--- src/rtl/noise_pkg.sv ---
// ============================================================================
// Module  : noise_pkg
// Brief   : Shared state encoding, pixel type and impulse-noise rule.
// Rev     : 1.0
// ============================================================================
`default_nettype none

package noise_pkg;

   localparam int c_pixel_width = 8;

   typedef logic [c_pixel_width-1:0] pixel_t;

   typedef enum logic [1:0] {
      ST_IDLE   = 2'd0,
      ST_STREAM = 2'd1,
      ST_FLUSH  = 2'd2,
      ST_DONE   = 2'd3
   } ctrl_state_t;

   // Kept width-agnostic so blocks with other pixel widths can reuse it.
   function automatic logic noise_rule(input logic at_min, input logic at_max,
                                       input logic flat);
      return (at_min || at_max) && !flat;
   endfunction

endpackage

`default_nettype wire

--- src/rtl/median_line_buffer.sv ---
// ============================================================================
// Module  : median_line_buffer
// Brief   : IMG_WIDTH-deep shift delay line; advances only when enabled.
// Rev     : 1.0
// ============================================================================
`default_nettype none

module median_line_buffer #(
   parameter int DATA_WIDTH = 8,
   parameter int IMG_WIDTH  = 16
) (
   input  logic                  clk,
   input  logic                  en,
   input  logic [DATA_WIDTH-1:0] din,
   output logic [DATA_WIDTH-1:0] dout
);

   logic [DATA_WIDTH-1:0] r_mem [0:IMG_WIDTH-1];

   always_ff @(posedge clk) begin
      if (en) begin
         r_mem[0] <= din;
         for (int i = 1; i < IMG_WIDTH; i++) begin
            r_mem[i] <= r_mem[i-1];
         end
      end
   end

   assign dout = r_mem[IMG_WIDTH-1];

endmodule

`default_nettype wire

--- src/rtl/sorter9.sv ---
// ============================================================================
// Module  : sorter9
// Brief   : Combinational 9-input network returning min, median and max.
// Rev     : 1.0
// ============================================================================
`default_nettype none

module sorter9 #(
   parameter int DATA_WIDTH = 8
) (
   input  logic [8:0][DATA_WIDTH-1:0] din,
   output logic [DATA_WIDTH-1:0]      vmin,
   output logic [DATA_WIDTH-1:0]      vmed,
   output logic [DATA_WIDTH-1:0]      vmax
);

   logic [DATA_WIDTH-1:0] w_s [0:8];
   logic [DATA_WIDTH-1:0] w_tmp;

   always_comb begin
      w_tmp = '0;
      for (int i = 0; i < 9; i++) begin
         w_s[i] = din[i];
      end
      for (int p = 0; p < 8; p++) begin
         for (int j = 0; j < 8 - p; j++) begin
            if (w_s[j] > w_s[j+1]) begin
               w_tmp    = w_s[j];
               w_s[j]   = w_s[j+1];
               w_s[j+1] = w_tmp;
            end
         end
      end
   end

   assign vmin = w_s[0];
   assign vmed = w_s[4];
   assign vmax = w_s[8];

endmodule

`default_nettype wire

--- src/rtl/median_window_ctrl.sv ---
// ============================================================================
// Module  : median_window_ctrl
// Brief   : Streams a raster frame through a 3x3 window, emitting median or
//           original pixel for each interior position plus a noise flag.
// Rev     : 1.0
// ============================================================================
`default_nettype none

module median_window_ctrl
   import noise_pkg::*;
#(
   parameter int DATA_WIDTH = 8,
   parameter int IMG_WIDTH  = 16,
   parameter int IMG_HEIGHT = 16
) (
   input  logic                  clk,
   input  logic                  rst,
   input  logic                  start,
   input  logic                  in_valid,
   output logic                  in_ready,
   input  logic [DATA_WIDTH-1:0] in_pixel,
   output logic                  out_valid,
   input  logic                  out_ready,
   output logic [DATA_WIDTH-1:0] out_pixel,
   output logic                  out_noise,
   output logic                  busy,
   output logic                  done
);

   localparam int c_cw = $clog2(IMG_WIDTH);
   localparam int c_rw = $clog2(IMG_HEIGHT);
   localparam logic [c_cw-1:0] c_col_last = c_cw'(IMG_WIDTH - 1);
   localparam logic [c_rw-1:0] c_row_last = c_rw'(IMG_HEIGHT - 1);
   localparam logic [c_cw-1:0] c_col_two  = c_cw'(2);
   localparam logic [c_rw-1:0] c_row_two  = c_rw'(2);

   ctrl_state_t           r_state;
   logic [c_cw-1:0]       r_col;
   logic [c_rw-1:0]       r_row;
   logic [DATA_WIDTH-1:0] r_wt [0:1];
   logic [DATA_WIDTH-1:0] r_wm [0:1];
   logic [DATA_WIDTH-1:0] r_wb [0:1];

   logic [DATA_WIDTH-1:0] w_lb1, w_lb2;
   logic [DATA_WIDTH-1:0] w_min, w_med, w_max;
   logic [8:0][DATA_WIDTH-1:0] w_win;
   logic                  w_accept, w_produce, w_last, w_noise;

   assign in_ready  = (r_state == ST_STREAM) && (!out_valid || out_ready);
   assign w_accept  = in_valid && in_ready;
   assign w_produce = w_accept && (r_row >= c_row_two) && (r_col >= c_col_two);
   assign w_last    = (r_row == c_row_last) && (r_col == c_col_last);

   median_line_buffer #(.DATA_WIDTH(DATA_WIDTH), .IMG_WIDTH(IMG_WIDTH)) u_lb1 (
      .clk (clk),
      .en  (w_accept),
      .din (in_pixel),
      .dout(w_lb1)
   );

   median_line_buffer #(.DATA_WIDTH(DATA_WIDTH), .IMG_WIDTH(IMG_WIDTH)) u_lb2 (
      .clk (clk),
      .en  (w_accept),
      .din (w_lb1),
      .dout(w_lb2)
   );

   // Newest column comes straight from the inputs so the result can be
   // registered on the same edge that accepts the completing pixel.
   assign w_win = {in_pixel, r_wb[1], r_wb[0],
                   w_lb1,    r_wm[1], r_wm[0],
                   w_lb2,    r_wt[1], r_wt[0]};

   sorter9 #(.DATA_WIDTH(DATA_WIDTH)) u_sorter (
      .din (w_win),
      .vmin(w_min),
      .vmed(w_med),
      .vmax(w_max)
   );

   assign w_noise = noise_rule(r_wm[1] == w_min, r_wm[1] == w_max, w_min == w_max);

   always_ff @(posedge clk) begin
      if (w_accept) begin
         r_wt[0] <= r_wt[1];
         r_wt[1] <= w_lb2;
         r_wm[0] <= r_wm[1];
         r_wm[1] <= w_lb1;
         r_wb[0] <= r_wb[1];
         r_wb[1] <= in_pixel;
      end
   end

   always_ff @(posedge clk or posedge rst) begin
      if (rst) begin
         r_state   <= ST_IDLE;
         r_col     <= '0;
         r_row     <= '0;
         out_valid <= 1'b0;
         out_pixel <= '0;
         out_noise <= 1'b0;
         busy      <= 1'b0;
         done      <= 1'b0;
      end else begin
         done <= 1'b0;

         if (w_produce) begin
            out_valid <= 1'b1;
            out_pixel <= w_noise ? w_med : r_wm[1];
            out_noise <= w_noise;
         end else if (out_ready) begin
            out_valid <= 1'b0;
         end

         case (r_state)
            ST_IDLE: begin
               if (start) begin
                  r_state <= ST_STREAM;
                  r_col   <= '0;
                  r_row   <= '0;
                  busy    <= 1'b1;
               end
            end
            ST_STREAM: begin
               if (w_accept) begin
                  if (r_col == c_col_last) begin
                     r_col <= '0;
                     r_row <= r_row + c_rw'(1);
                  end else begin
                     r_col <= r_col + c_cw'(1);
                  end
                  if (w_last) begin
                     r_state <= ST_FLUSH;
                  end
               end
            end
            ST_FLUSH: begin
               if (!out_valid || out_ready) begin
                  r_state <= ST_DONE;
                  busy    <= 1'b0;
                  done    <= 1'b1;
               end
            end
            default: begin
               r_state <= ST_IDLE;
            end
         endcase
      end
   end

endmodule

`default_nettype wire
--- config.mk ---
export PLATFORM = sky130hd
export DESIGN_NAME = median_window_ctrl
export DESIGN_NICKNAME = d
export VERILOG_FILES = /design/src/rtl/noise_pkg.sv /design/src/rtl/median_line_buffer.sv /design/src/rtl/sorter9.sv /design/src/rtl/median_window_ctrl.sv
export SDC_FILE = /design/constraint.sdc
export NUM_CORES = 1
export LEC_CHECK = 0
export CORE_AREA = 8 8 269 336
export CTS_CLUSTER_SIZE = 20
export DETAILED_ROUTE_END_ITERATION = 10
export DIE_AREA = 0 0 277 344
export PLACE_DENSITY = 0.46
export SLEW_MARGIN = 5
export SYNTH_ARGS = -nofsm -noshare
export SYNTH_HDL_FRONTEND = slang
export SYNTH_SLANG_ARGS = --single-unit
--- constraint.sdc ---
create_clock -name clk -period 81.5 [get_ports clk]
set_input_delay 12.225 -clock clk [delete_from_list [all_inputs] [get_ports clk]]
set_output_delay 12.225 -clock clk [all_outputs]
set_load 0.05 [all_outputs]
* After elaboration in Yosys (flattened, before gate mapping)
Memory sizes are Yosys's and may differ from the RTL's.
Cells that the tools add are included.
** Storage, ports and cells
- RAM bits :: 304
- Memories :: 5
- Word-level logic and storage cells :: 141
- Flip-flop bits (word level) :: 22
- Input port bits :: 13
- Output and inout port bits :: 13
** Operators by class
- Muxes and demuxes :: 58
- Add/subtract/negate cells :: 2
- Order comparisons :: 38
- Equal/unequal tests :: 12
- Reduce and logical (&&, ||, !) cells :: 18
** Memories
- u_lb1.r_mem :: words 16, bits a word 8, read ports 16, clocked after Yosys merged registers in 0, wr ports 16, line median_line_buffer.sv:18 : logic [DATA_WIDTH-1:0] r_mem [0:IMG_WIDTH-1];
- u_lb2.r_mem :: words 16, bits a word 8, read ports 16, clocked after Yosys merged registers in 0, wr ports 16, line median_line_buffer.sv:18
- r_wb :: words 2, bits a word 8, read ports 2, clocked after Yosys merged registers in 0, wr ports 2, line median_window_ctrl.sv:42 : logic [DATA_WIDTH-1:0] r_wb [0:1];
- r_wm :: words 2, bits a word 8, read ports 2, clocked after Yosys merged registers in 0, wr ports 2, line median_window_ctrl.sv:41 : logic [DATA_WIDTH-1:0] r_wm [0:1];
- r_wt :: words 2, bits a word 8, read ports 2, clocked after Yosys merged registers in 0, wr ports 2, line median_window_ctrl.sv:40 : logic [DATA_WIDTH-1:0] r_wt [0:1];
** Operators with widths (count)
- 16-bit two-way mux :: 36
- 8-bit greater-than comparator :: 36
- 8-bit equality test :: 3
- 4-bit two-way mux :: 5
- 4-bit one-hot mux with 2 select lines :: 2
- 4-bit by 1-bit adder with 4-bit output, second input constant :: 2
- 4-bit equality test, second input constant :: 2
- 4-bit by 2-bit >= comparator with 1-bit output, second input constant :: 2
- 1-bit two-way mux :: 8
- 2-bit two-way mux :: 4
- 8-bit two-way mux :: 1
- 2-bit inequality test, second input constant :: 4
- 4-bit AND reduction :: 2
- 1-bit logical AND :: 6
- 2-bit one-hot mux with 3 select lines :: 1
- 3-bit AND reduction :: 2
- 2-bit nonzero test :: 3
- 2-bit by 1-bit equality test with 1-bit output, second input constant :: 1
- 2-bit equality test, second input constant :: 1
- 1-bit logical NOT :: 2
- 2-bit logical NOT :: 1
- 1-bit logical OR :: 2
- 2-bit by 1-bit inequality test with 1-bit output, second input constant :: 1
- 1-bit one-hot mux with 2 select lines :: 1

* Depth between registers and ports, before layout
Gate-level depths: netlist of run 1.
- Word-level depth :: 34
- Depth in mapped cells :: 179
- Gate-level depth less buffers :: 162

* Modules after synthesis
From an unflattened synthesis of run 1, not the netlist that was laid out.
** Unflattened totals
- Cells, all modules :: 2695
- Area total of the unflattened synthesis :: 25700.9 sq um
** Modules (own cells, without submodules)
- sorter9 :: seq. area each 0.0 sq um, cells an instance 2213, instances 1, area each 14944.3 sq um
- median_line_buffer :: seq. area each 3843.7 sq um, cells an instance 136, instances 2, area each 3903.7 sq um
- median_window_ctrl :: seq. area each 1991.9 sq um, cells an instance 210, instances 1, area each 2949.1 sq um

* Worst setup path after synthesis of run 1
Ideal clock, no wire load.
- Kind :: flip-flop to flip-flop
- From :: mem r_wt[0][1]
- To :: reg out_pixel[0]
- Cell stages (with the launch flop) :: 169
- Data arrival time :: 31597 ps
- Data required time :: 81363 ps
- Period minus slack after synthesis :: 31734 ps
- Buffers on the path :: 18
- Library setup time :: 137 ps
- Slack :: 49766 ps
- Cells stage by stage :: edfxtp_1 ha_1 and4_1 nand2_1 and2_1 nor2_2 mux2_2 ha_1 a211oi_2 nor2_2 and4bb_1 nor2_1 clkbuf_1 o21ai_0 ha_1 a211oi_1 o2111ai_1 o21ai_0 [... 133 more ...] a211oi_1 a21oi_1 clkbuf_1 o21ai_0 ha_1 a21o_1 a21o_1 a21oi_1 o21ai_0 o21ai_0 nor2_1 a22oi_1 nor2_1 o31ai_1 o211ai_2 buf_4 mux2i_1 a21oi_1
** RTL lines
- start, declared :: line median_window_ctrl.sv:40
- end signal, assigned :: line median_window_ctrl.sv:109 : out_pixel <= w_noise ? w_med : r_wm[1];
- end, declared :: line median_window_ctrl.sv:24 : output logic [DATA_WIDTH-1:0] out_pixel,

==> metrics.sh, run 1 <==
TOTALWIRELENGTH_UM=77600
SYNTH.MUX.AREA_FRACTION_PCT=8.23
ASYNC_FLOP_SHARE_PCT=7.48
FINCLKSKEW_NS=0.0354
REQUIRED_NS=81.96
FIN_NETS=3049
PERIOD_MINUS_SLACK_NS=36.42
DIE-AREA_UM2=95300
YOSYS_REGISTER_BITS=294
POST_CTS_RESIZED=0
CLOCK_TREE_FROM_TRITONCTS='built'
SYNTH-SIMPLE-AREA-SHARE_PCT=15.6
CLK_TRANSITION_REPORTED_PATHS_NS=0.05
OUTCOME='finished, final reports clean'
MAXSLEWVIOLCOUNT=0
POST-ROUTE-WORST-SETUP-SLACK_NS=45.08
DRTITER0DRC=1250
NUM_ROWS=120
GRT_PASS1_WL_UM=119000
CP_SLOWEST_CELL='sky130_fd_sc_hd__nor2_1'
SYN-MEAN-INSTANCE-AREA_UM2=9.14
AREA_DELTA_SYNTH_FINAL_PCT=10.4
CP.BUFFERS_INVERTERS=13
GRT_OVERALL_USAGE_PCT=15.6
GRT-OVFL-TOTAL=0
TRITONCTS_NUM_SINKS=294
VIAS_PER_CELL=5.42
HORIZONTAL_DIE_DIMENSION_UM=277
START_UTIL_PCT=29.7
FP.DIEH_UM=344
FINALWEIGHTEDCONGESTION=0.902
CTS-HOLD-FIX-BUFFERS=0
SETUP_VIOL=0
FINAL_ANTENNA_NET_COUNT=0
SYNTHESIS.AREA_UM2=25300
ENDPOINT_KIND='flip-flop'
YOSYSSEQAREASHARE_PCT=34.5
NUM_ANTENNA_CELLS=0
CTS_SETUP_BUFFERS=0
SYNTH.LIB_CELLS_USED.DISTINCT=125
DRT_PRE_ANTENNA_ITERS=5
CTS.HTREE.LEVELS=2
CPMOSTUSEDCELL='sky130_fd_sc_hd__a21oi_1'
YS_DOMINANT_REG_CELL='sky130_fd_sc_hd__edfxtp_1'
TRITONCTS.NUM_BUFFERS=34
GRT_START_MAX_NET_PINS=131
WORST_MARGIN_PIN_SLEW_NS=1.40
HP-CLASS='reg -> reg'
WIRE_PER_INST_UM=19.9
SYNTH_ENABLE_FLOP_CELLS=272
SYNTHESIS.NETS=3030
REPORT.FINAL.HOLD_VIOL_COUNT=0
PLACE_WS_NS=45.55
FMAX_MHz=27.5
CRITPATHKIND='reg -> reg'
SLEW-LIMIT-HEADROOM_PCT=6.35
COREAREA_UM2=85000
CTS_ROOT_BUF='sky130_fd_sc_hd__clkbuf_16'
CLK_PATH_BUF_DEPTH=3
TOP_LEVEL_PORTS=26
CLOCK_LATENCY_REPORTED_FOR_THE_LATE_SIDE_OF_THE_WORST_SKEW_PAIR_NS=0.55
MAIN_COMBINATIONAL_CELL_FAMILY_BY_AREA_AFTER_SYNTHESIS='compound AO/OA/AOI/OAI gates'
GRT_PASS1_VIAS=21000
HOLD-WORST-SLACK_NS=0.412
SYNTH-WARNING-COUNT=0
SETUP.WORST_PATH.START_CLASS='flip-flop'
VIAS=21200
DRC=0
CP_SLOWEST_STAGE_DELAY_NS=0.88
SYNTH-COMPOUND-AREA-SHARE_PCT=22.1
UNREPAIRED_SETUP_ENDPOINTS_AFTER_GLOBAL_ROUTING='no'
SYNTH_XOR_XNOR_AREA_SHARE_PCT=2.18
YOSYS.AREA_SHARE.ADDER_PCT=12.7
POSTSYNTHCELLCOUNT=2766
CRIT_FANOUT=24
FIN_SETUP_TNS_NS=0
DRIVE_GT1_SHARE_PCT=7.95
CRITICAL_PATH.TOP_DELAY_FAMILY='compound AO/OA/AOI/OAI gates'
ANTENNA_FOUND_INITIAL=0
NUMPORTBUFFERS=25
MAXCAPVIOLCOUNT=0
ARRIVAL_NS=36.88
MIN_PERIOD_OVER_PERIOD_PCT=44.7
HPWL_UM=62000
==> cell usage after synthesis (12+ instances only) <==
cell | n | area share (%)
sky130_fd_sc_hd__edfxtp_1 | 272 | 32
sky130_fd_sc_hd__o21ai_0 | 187 | 3.7
sky130_fd_sc_hd__and2_1 | 26 | 0.64
sky130_fd_sc_hd__nor3_1 | 43 | 0.85
sky130_fd_sc_hd__a211oi_1 | 28 | 0.83
sky130_fd_sc_hd__inv_1 | 224 | 3.3
sky130_fd_sc_hd__mux2i_1 | 137 | 5.4
sky130_fd_sc_hd__dfrtp_1 | 22 | 2.2
sky130_fd_sc_hd__o31ai_1 | 15 | 0.45
sky130_fd_sc_hd__mux2_2 | 57 | 2.5
sky130_fd_sc_hd__a21oi_1 | 233 | 4.6
sky130_fd_sc_hd__nor2b_1 | 35 | 0.87
sky130_fd_sc_hd__nand4_1 | 28 | 0.69
sky130_fd_sc_hd__o22ai_1 | 12 | 0.30
sky130_fd_sc_hd__o21a_1 | 36 | 1.1
sky130_fd_sc_hd__xor2_1 | 14 | 0.49
sky130_fd_sc_hd__a31oi_1 | 23 | 0.57
sky130_fd_sc_hd__nor2_1 | 230 | 3.4
sky130_fd_sc_hd__nand2b_1 | 36 | 0.89
sky130_fd_sc_hd__and3_1 | 27 | 0.67
sky130_fd_sc_hd__ha_1 | 251 | 12
sky130_fd_sc_hd__xnor2_1 | 49 | 1.7
sky130_fd_sc_hd__a21o_1 | 62 | 1.8
sky130_fd_sc_hd__nor4_1 | 16 | 0.40
sky130_fd_sc_hd__o21ai_1 | 35 | 0.69
sky130_fd_sc_hd__o211ai_1 | 18 | 0.53
sky130_fd_sc_hd__nand3_1 | 66 | 1.3
sky130_fd_sc_hd__nand2_1 | 227 | 3.4
sky130_fd_sc_hd__clkbuf_1 | 56 | 0.83
==> layout make-up <==
| class | instances | area [µm²] |
|---|---|---|
| Clock inverter | 12 | 101 |
| Inverter | 228 | 863 |
| Fill cell | 8740 | 57100 |
| Multi-Input combinational cell | 2167 | 15400 |
| Tap cell | 1098 | 1370 |
| Clock buffer | 45 | 956 |
| Sequential cell | 294 | 8720 |
| Timing Repair Buffer | 60 | 513 |
==> kinds of logic (layout without fill, tap and decap cells) <==
logic type | count (synthesis) | in the layout
AO/OA/AOI/OAI | 838 | 838
AND/OR/NAND/NOR | 810 | 810
XOR/XNOR | 63 | 63
multiplexers | 199 | 199
flip-flops | 294 | 294
adder cells (fa/ha/maj) | 257 | 257
buffers and inverters | 305 | 345
==> cell usage in the layout (no fill, tap or decap), drive strengths merged, types with 12 or more instances in the layout <==
cell type and count:
and3 27, a21oi 239, o21a 36, nor3 48
a21o 63, clkbuf 45, o21ai 223, mux2 62
nand2 229, o31ai 18, mux2i 137, nor2 236
nand3 68, nand4 28, nor4 18, edfxtp 272
o22ai 12, a211oi 32, inv 227, ha 251
clkdlybuf4s50 25, xnor2 49, nand2b 37, nor2b 35
and2 26, a31oi 27, buf 35, dfrtp 22
xor2 14, o211ai 21
==> flip-flops by register name, summed over array words and instances, names as in the netlist, 2 cells and up <==
register	count
r_wm	16
r_wb	15
r_col	4
r_wt	16
r_state	2
r_row	4
u_lb1.r_mem	113
out_pixel	8
u_lb2.r_mem	112
==> through the flow <==
stage | cell area, µm² | util [%] | cells
floorplan | 25300 | - | 2766
global placement | 26800 | 31.6 | 3847
CTS | 27900 | 32.8 | 3904
detailed placement | 26800 | 31.6 | 3847
global route | 27900 | 32.8 | 3904
finish | 27900 | 32.8 | 3904
==> per-layer routing <==
layer	vias up	wire, µm	part of all wire, %	track usage (%)
li1	10400	-	-	-
met1	10200	33300	43	18.4
met2	428	38400	50	28.5
met3	142	2680	3.4	2.00
met4	0	3200	4.1	6.05
met5	-	0	0	0
==> worst register-to-register path, delay by kind of cell, from the launching register on <==
| family | cells | cell delay [ns] |
|---|---|---|
| AOI/OAI and AO/OA | 72 | 16.20 |
| and+or+nand+nor | 48 | 9.72 |
| adders and majority gates | 15 | 4.87 |
| muxes | 10 | 3.00 |
| buffers and inverters | 13 | 2.14 |
| DFF | 1 | 0.47 |
==> final timing paths <==
check                                   from                 end  slack, ns  depth (start not counted)
setup reg to reg                  r_wt[0][9]        out_pixel[6]      45.08                        158
setup / recovery                  r_wt[0][9]        out_pixel[6]      45.08                        158
max in group asynchronous                rst            r_row[3]      68.78                          2
min in group asynchronous                rst        out_pixel[0]      12.17                          2
hold / removal             u_lb2.r_mem[9][3]  u_lb2.r_mem[10][3]       0.41                          0
hold reg to reg            u_lb2.r_mem[9][3]  u_lb2.r_mem[10][3]       0.41                          0
Power of run 1 is left out: the tool's default activity adds up to more than one toggle a clock period on the data nets, which glitch-free logic cannot reach.
==> inputs of run 2 (changes only) <==
clock period = 38.1 ns   (was 81.5 ns; I/O delays follow)
==> metrics.sh, run 2 (synthesis gave the netlist of run 1 again) <==
USE_MET3_PCT=1.83
OUTCOME='finished, final reports clean'
TRITONCTS_NUM_SINKS=294
ENDPOINT_KIND='flip-flop'
WIRE_PER_INST_UM=20.1
CLK_PATH_BUF_DEPTH=3
REPORT.FINAL.HOLD_VIOL_COUNT=0
HPWL_UM=61800
MAXCAPVIOLCOUNT=0
NUMPORTBUFFERS=25
LAYOUT_COMMON_CELLS='272 x sky130_fd_sc_hd__edfxtp_1, 251 x sky130_fd_sc_hd__ha_1, 231 x sky130_fd_sc_hd__a21oi_1'
LAYOUT.CELLS.MOST_COMMON='sky130_fd_sc_hd__edfxtp_1'
DIE-AREA_UM2=95300
CLOCK_TREE_FROM_TRITONCTS='built'
HP-CLASS='reg -> reg'
GRT-OVFL-TOTAL=0
TOP_REGISTER='u_lb1.r_mem'
DRIVE_GT1_SHARE_PCT=8.04
TOTALWIRELENGTH_UM=78200
NUM_ANTENNA_CELLS=0
COREAREA_UM2=85000
DRT_PRE_ANTENNA_ITERS=5
CTS_ROOT_BUF='sky130_fd_sc_hd__clkbuf_16'
CP_SLOWEST_STAGE_DELAY_NS=0.60
FINAL-SEQ-AREA_UM2=8720
FINAL.FILL_COUNT=8769
GLOBALROUTE.BUSIESTLAYER='met2'
GRT.MET1_USAGE_PCT=18.9
ARRIVAL_NS=35.61
CP_SLOWEST_CELL='sky130_fd_sc_hd__or4_4'
DRC=0
UNREPAIRED_SETUP_ENDPOINTS_AFTER_GLOBAL_ROUTING='no'
GRT_START_MAX_NET_PINS=155
GRT_PASS1_WL_UM=120000
FINCLKSKEW_NS=0.0464
GRT_PASS1_VIAS=21000
FINAL_ANTENNA_NET_COUNT=0
VIAS_PER_CELL=5.44
HORIZONTAL_DIE_DIMENSION_UM=277
WORST_MARGIN_PIN_SLEW_NS=1.24
FINALWEIGHTEDCONGESTION=0.894
FMAX_MHz=28.4
NUM_ROWS=120
FIN_NETS=3044
FP.DIEH_UM=344
CRIT_FANOUT=24
FIN_SETUP_TNS_NS=0
VIAS=21200
DRTITER0DRC=1329
GROUTE.LAYER.MET2.USAGE_PCT=28.5
MIN_PERIOD_OVER_PERIOD_PCT=92.3
CLK_TRANSITION_REPORTED_PATHS_NS=0.06
CTS_SETUP_BUFFERS=0
MULTI_INPUT_AREA_UM2=15400
TRITONCTS.NUM_BUFFERS=35
CLOCK_LATENCY_REPORTED_FOR_THE_LATE_SIDE_OF_THE_WORST_SKEW_PAIR_NS=0.56
MAXSLEWVIOLCOUNT=0
AREA_DELTA_SYNTH_FINAL_PCT=10.5
GRT_OVERALL_USAGE_PCT=15.8
ANTENNA_FOUND_INITIAL=0
CTS.HTREE.LEVELS=2
START_UTIL_PCT=29.7
SETUP.WORST_PATH.START_CLASS='flip-flop'
SETUP_VIOL=0
LARGEST_REGISTER_FFS=113
TOP_LEVEL_PORTS=26
SLEW-LIMIT-HEADROOM_PCT=17.3
REQUIRED_NS=38.56
LARGEST_REGISTERS='u_lb1.r_mem: 113 flops, u_lb2.r_mem: 112 flops'
CRITPATHKIND='reg -> reg'
CPMOSTUSEDCELL='sky130_fd_sc_hd__a21oi_1'
PERIOD_MINUS_SLACK_NS=35.16
run 2: metal layers:
metal / share of wire (%) / wire, µm
met1: 43 / 33500
met5: 0 / 0
met4: 4.7 / 3640
met3: 3.5 / 2750
met2: 49 / 38300
run 2: critical path: cells and delay by family, from the launching register on:
kind                       cells  cell delay, ns
AOI/OAI and AO/OA             71           15.79
DFF                            1            0.48
adders and majority gates     15            4.71
and+or+nand+nor               48            8.93
buffers and inverters         12            2.01
muxes                          9            2.94
run 2: worst paths after layout:
check | from | to | slack [ns] | cells after the start
worst max register to register | r_wt[0][1] | out_pixel[5] | 2.94 | 155
min in group asynchronous | rst | out_pixel[0] | 5.65 | 2
worst max-delay path | r_wt[0][1] | out_pixel[5] | 2.94 | 155
worst min register to register | u_lb2.r_mem[14][1] | u_lb2.r_mem[15][1] | 0.39 | 0
max in group asynchronous | rst | r_row[2] | 31.91 | 2
worst min-delay path | u_lb2.r_mem[14][1] | u_lb2.r_mem[15][1] | 0.39 | 0
run 2: cell type report:
| cell class | count | area share [%] |
|---|---|---|
| clock buffer | 45 | 3.42 |
| sequential | 294 | 31.2 |
| tap | 1098 | 4.92 |
| multi-input combinational | 2167 | 55.2 |
| inverter | 228 | 3.09 |
| timing repair buffer | 54 | 1.72 |
| clock inverter | 11 | 0.484 |
run 2: through the flow:
stage	worst slack, ns	hold slack, ns	cells	utilization (%)	cell area, µm²
3_5_place_dp	1.98	0.405	3841	31.6	26800
2_1_floorplan	6.37	0.400	2766	-	25300
6_report	2.94	0.387	3897	32.9	27900
3_3_place_gp	2.88	0.400	3841	31.6	26800
5_1_grt	0.00669	0.395	3897	32.9	27900
4_1_cts	1.79	0.379	3897	32.8	27900
run 2: what timing repair did:
item / 4_1_cts / 5_1_grt
setup endpoints to repair: 0 / 9
hold buffers: 0 / 0
hold endpoints to repair: 0 / 0
resized for setup: 0 / 8
Power of run 2 is left out for the same reason.
